## src/rtl/lsu_retire_ctrl.sv

```systemverilog
// lsu_retire_ctrl
// Retires one memory op at a time between the ROB retire port and the LSU.
// A load frees its LQ entry and hands the LQ mis-speculation flag back to the
// ROB. A store is sent to the SQ for its D$ write. Once that write completes,
// the store-retire probe fires into the LQ and the ROB receives its ack.

module lsu_retire_ctrl #(
   parameter int TAG_WIDTH = 6
) (
   input  logic                 clk,
   input  logic                 n_rst,
   input  logic                 i_flush,
   input  logic                 i_rob_retire_en,
   input  logic [TAG_WIDTH-1:0] i_rob_retire_tag,
   input  logic                 i_rob_retire_is_store,
   output logic                 o_rob_retire_ack,
   output logic                 o_rob_retire_mis_speculated,
   output logic                 o_lq_retire_en,
   output logic [TAG_WIDTH-1:0] o_lq_retire_tag,
   input  logic                 i_lq_retire_mis_speculated,
   output logic                 o_sq_retire_en,
   output logic [TAG_WIDTH-1:0] o_sq_retire_tag,
   input  logic                 i_dc_wr_done,
   output logic                 o_lq_sq_retire_en,
   output logic                 o_busy
);

   typedef enum logic [2:0] {
      IDLE      = 3'd0,
      LD_RETIRE = 3'd1,
      ST_REQ    = 3'd2,
      ST_WAIT   = 3'd3,
      ACK       = 3'd4
   } state_t;

   state_t               state;
   state_t               state_nxt;
   logic [TAG_WIDTH-1:0] tag_r;
   logic                 is_store_r;
   logic                 misspec_r;

   // State register; reset abandons any op in flight without acking it
   always_ff @(posedge clk or negedge n_rst) begin
      if (!n_rst) begin
         state <= IDLE;
      end else begin
         state <= state_nxt;
      end
   end

   // Latch the accepted request, then record the LQ flag (loads) or clear it (stores)
   always_ff @(posedge clk or negedge n_rst) begin
      if (!n_rst) begin
         tag_r      <= '0;
         is_store_r <= 1'b0;
         misspec_r  <= 1'b0;
      end else begin
         case (state)
            IDLE: begin
               if (i_rob_retire_en && !i_flush) begin
                  tag_r      <= i_rob_retire_tag;
                  is_store_r <= i_rob_retire_is_store;
               end
            end
            LD_RETIRE: misspec_r <= i_lq_retire_mis_speculated;
            ST_REQ:    misspec_r <= 1'b0;
            default:   ;
         endcase
      end
   end

   // Next-state and output decode. A flush is ignored in ST_WAIT because the
   // store is already committed, except on the done cycle where it suppresses the ack
   always_comb begin
      state_nxt                   = state;
      o_rob_retire_ack            = 1'b0;
      o_rob_retire_mis_speculated = 1'b0;
      o_lq_retire_en              = 1'b0;
      o_lq_retire_tag             = '0;
      o_sq_retire_en              = 1'b0;
      o_sq_retire_tag             = '0;
      o_lq_sq_retire_en           = 1'b0;
      o_busy                      = (state != IDLE);

      case (state)
         IDLE: begin
            if (i_rob_retire_en && !i_flush) begin
               state_nxt = i_rob_retire_is_store ? ST_REQ : LD_RETIRE;
            end
         end
         LD_RETIRE: begin
            o_lq_retire_en  = 1'b1;
            o_lq_retire_tag = tag_r;
            state_nxt       = i_flush ? IDLE : ACK;
         end
         ST_REQ: begin
            o_sq_retire_en  = 1'b1;
            o_sq_retire_tag = tag_r;
            state_nxt       = i_flush ? IDLE : ST_WAIT;
         end
         ST_WAIT: begin
            if (i_dc_wr_done) begin
               o_lq_sq_retire_en = 1'b1;
               state_nxt         = i_flush ? IDLE : ACK;
            end
         end
         ACK: begin
            o_rob_retire_ack            = 1'b1;
            o_rob_retire_mis_speculated = misspec_r && !is_store_r;
            state_nxt                   = IDLE;
         end
         default: begin
            state_nxt = IDLE;
         end
      endcase
   end

endmodule
```

## config.mk

```make
export PLATFORM = sky130hd
export DESIGN_NAME = lsu_retire_ctrl
export DESIGN_NICKNAME = d
export VERILOG_FILES = /design/src/rtl/lsu_retire_ctrl.sv
export SDC_FILE = /design/constraint.sdc
export NUM_CORES = 1
export LEC_CHECK = 0
export CAP_MARGIN = 20
export CORE_MARGIN = 2
export CORE_UTILIZATION = 40
export CTS_BUF_LIST = sky130_fd_sc_hd__clkbuf_16
export CTS_CLUSTER_SIZE = 28
export DETAILED_ROUTE_END_ITERATION = 10
export PLACE_DENSITY = 0.84
export SYNTH_ARGS = -nofsm -noshare
export SYNTH_HDL_FRONTEND = slang
export SYNTH_SLANG_ARGS = --single-unit
```

## constraint.sdc

```tcl
create_clock -name clk -period 2.9 [get_ports clk]
set_input_delay 0.435 -clock clk [delete_from_list [all_inputs] [get_ports clk]]
set_output_delay 0.435 -clock clk [all_outputs]
set_load 0.005 [all_outputs]
```

==> run summary <==
status: complete, no violations
Final Hold Viols: 0
Slowest cell on crit path: clkdlybuf4s50_1
share of cells above drive strength 1: 16.0%
Crit Reg-Reg Endpoint: tag_r[0]$_DFFE_PN0P_
setup bufs post-CTS: 0
post-route ant nets: 0
hold slack: 0.503 ns
fin crit period: 2.31 ns
post-DP HPWL: 962 um
wire length per cell: 14.7 um
worst reg-to-reg path cell count: 3
Die Area: 1800 sq um
worst-path fanout max: 9
Cell Rows: 13
Async SR Flop Fraction: 100%
worst rel slew slack: 65.8%
max frequency: 0.432 GHz
worst hold-check path type: flip-flop to flip-flop
max-slew violations: 0
worst slew pin tran: 0.513 ns
hold path cells: 1
DR DRC count: 0
CP Data Arrival Time: 1.88 ns
Util after Layout: 73.9%
setup violators final: 0
fin cells: 96
CTS H-Tree Depth: 1
GPL Wtd Cong: 0.711
Synth-to-Final Area Change: 66.6%
kind of critical path: flip-flop to primary output
worst vdd ir: 364 uV
Reg2Reg Setup Slack: 0.94 ns
n_diodes: 0
core area: 1330 sq um
Leakage Power: 0.000443 uW
clk_skew: 0.00208 ns
PD cells: 658 nW/um^2
RSZ-0062 raised after global routing: false
Power Total: 648 uW
placed cells: 92
Clock Latency Late Sink: 0.24 ns
Syn Inst Count: 47
PostCTS Resize Cnt: 0
hold wc startpoint: is_store_r$_DFFE_PN0P_
first-pass GRT wire length: 2.26 mm
Max-Cap Viols: 0
vias in the first global route: 491
worst hold path endpoint: is_store_r$_DFFE_PN0P_
DR iter-0 viols: 9
antenna violations before repair: 0
crit path cell chain: nor3b_2 -> and2_1 -> clkdlybuf4s50_1
YS warnings: 0
Main synth FF type: dfrtp_1
# IOs: 31
clk slew on worst S/H paths: 0.04 ns
die height: 42.5 um
Inserted Clock Buffers: 3
synth unique cells: 18
Port Buffers: 30
Die X: 42.5 um
Fin Setup TNS: 0 ns
Synthesized Nets: 60
synthesized cell area: 592 sq um
fin nets: 95
CTS tree: yes
GRT Total Usage: 17.0%
via-per-instance ratio: 5.01
hold buffers post-CTS: 0
CP delay by family, top: simple AND/OR/NAND/NOR gates
final worst-path cycle share: 79.7%
#FFs+latches synth: 11
WP buf/inv: 1
CP Capture Type: primary output
clk sinks: 11
CTS Root Cell: clkbuf_16
Critical R2R Launch: state[0]$_DFFE_PN0P_
Worst Setup Start Kind: flip-flop
DR pass1 iterations: 4
largest net degree at the start of global routing: 12
Max Buffers Root-to-Sink: 2
register area share after synthesis: 46.5%
data required time of the critical path: 2.47 ns
initial cell density of the core: 44.4%
Overflow after GRT: 0
EDFF count, synth: 0
vias: 481
Routed WL: 1.41 mm
CP peak stage delay: 0.51 ns
average size of a mapped cell: 12.6 sq um
==> cells in the mapped netlist, types with 2 or more instances <==
| master | n | area [sq um] |
|---|---|---|
| and2_1 | 12 | 75.1 |
| dfrtp_1 | 11 | 275 |
| mux2_4 | 7 | 105 |
| nor3b_1 | 2 | 15.0 |
| o21ai_0 | 2 | 10.0 |
==> cells in the final DEF, fill, tap and decap left out <==
master / count
clkdlybuf4s50_1: 30
or3_4: 1
clkbuf_16: 3
nor2b_1: 1
nor3b_1: 2
nor2_1: 1
buf_4: 1
mux2i_1: 1
nand3b_1: 1
mux2_4: 7
o21ai_0: 2
nor4b_1: 1
and4b_1: 1
inv_1: 2
and2_1: 12
nor3b_2: 1
a22o_1: 1
dfrtp_1: 11
and3b_1: 1
or3b_1: 1
==> power breakdown <==
part,switching [uW],internal [uW],total [uW]
Sequential,31.9,195,227
Clock,66.3,181,247
Combinational,49.7,125,175
==> per-stage QoR <==
| stage | cell area (sq um) | worst slack [ns] |
|---|---|---|
| 5_1_grt | 986 | 0.526 |
| 3_5_place_dp | 907 | 0.804 |
| 2_1_floorplan | 592 | 1.15 |
| 4_1_cts | 986 | 0.576 |
| 6_report | 986 | 0.587 |
| 3_3_place_gp | 907 | 0.862 |
==> worst register-to-register path, delay by kind of cell, from the launching register on <==
kind          cells  cell delay (ns)
flops             1             0.44
mux               1             0.38
simple gates      2             1.02
==> metal layers <==
layer	global-route usage [%]	share of wire [%]	vias up
met4	7.50	0	0
met3	3.88	4.0	0
met5	0	0	-
met2	27.7	51	17
met1	21.4	44	234
li1	-	-	230
==> cell type report <==
cell class | instances | area (sq um)
repair buffers | 31 | 308
well taps | 15 | 18.8
inverters | 1 | 3.75
flip-flops and latches | 11 | 275
clock buffers | 3 | 75.1
clock inverters | 1 | 3.75
fillers | 91 | 348
multi-input cells | 34 | 302
==> worst max path at each step <==
stage | from | to | slack (ns) | depth (start not counted)
after global routing | state[0]$_DFFE_PN0P_ | o_lq_retire_tag[5] | 0.53 | 3
after CTS | state[0]$_DFFE_PN0P_ | o_lq_retire_tag[0] | 0.58 | 3
final | state[1]$_DFFE_PN0P_ | o_lq_retire_tag[0] | 0.59 | 3
after global placement | state[0]$_DFFE_PN0P_ | o_lq_retire_tag[1] | 0.86 | 3
after detailed placement | state[0]$_DFFE_PN0P_ | o_lq_retire_tag[0] | 0.80 | 3
after floorplan | state[0]$_DFFE_PN0P_ | is_store_r$_DFFE_PN0P_ | 1.15 | 4
==> logic make-up after synthesis <==
group | share of synthesized area, %
buffers and inverters | 2.54
AO/OA/AOI/OAI | 3.17
flip-flops | 46.5
AND/OR/NAND/NOR | 28.3
multiplexers | 19.5
==> state kept, by name (all words and copies together), names as in the netlist <==
register / count
tag_r: 6
is_store_r: 1
state: 3
misspec_r: 1
(Power assumes the default switching activity.)
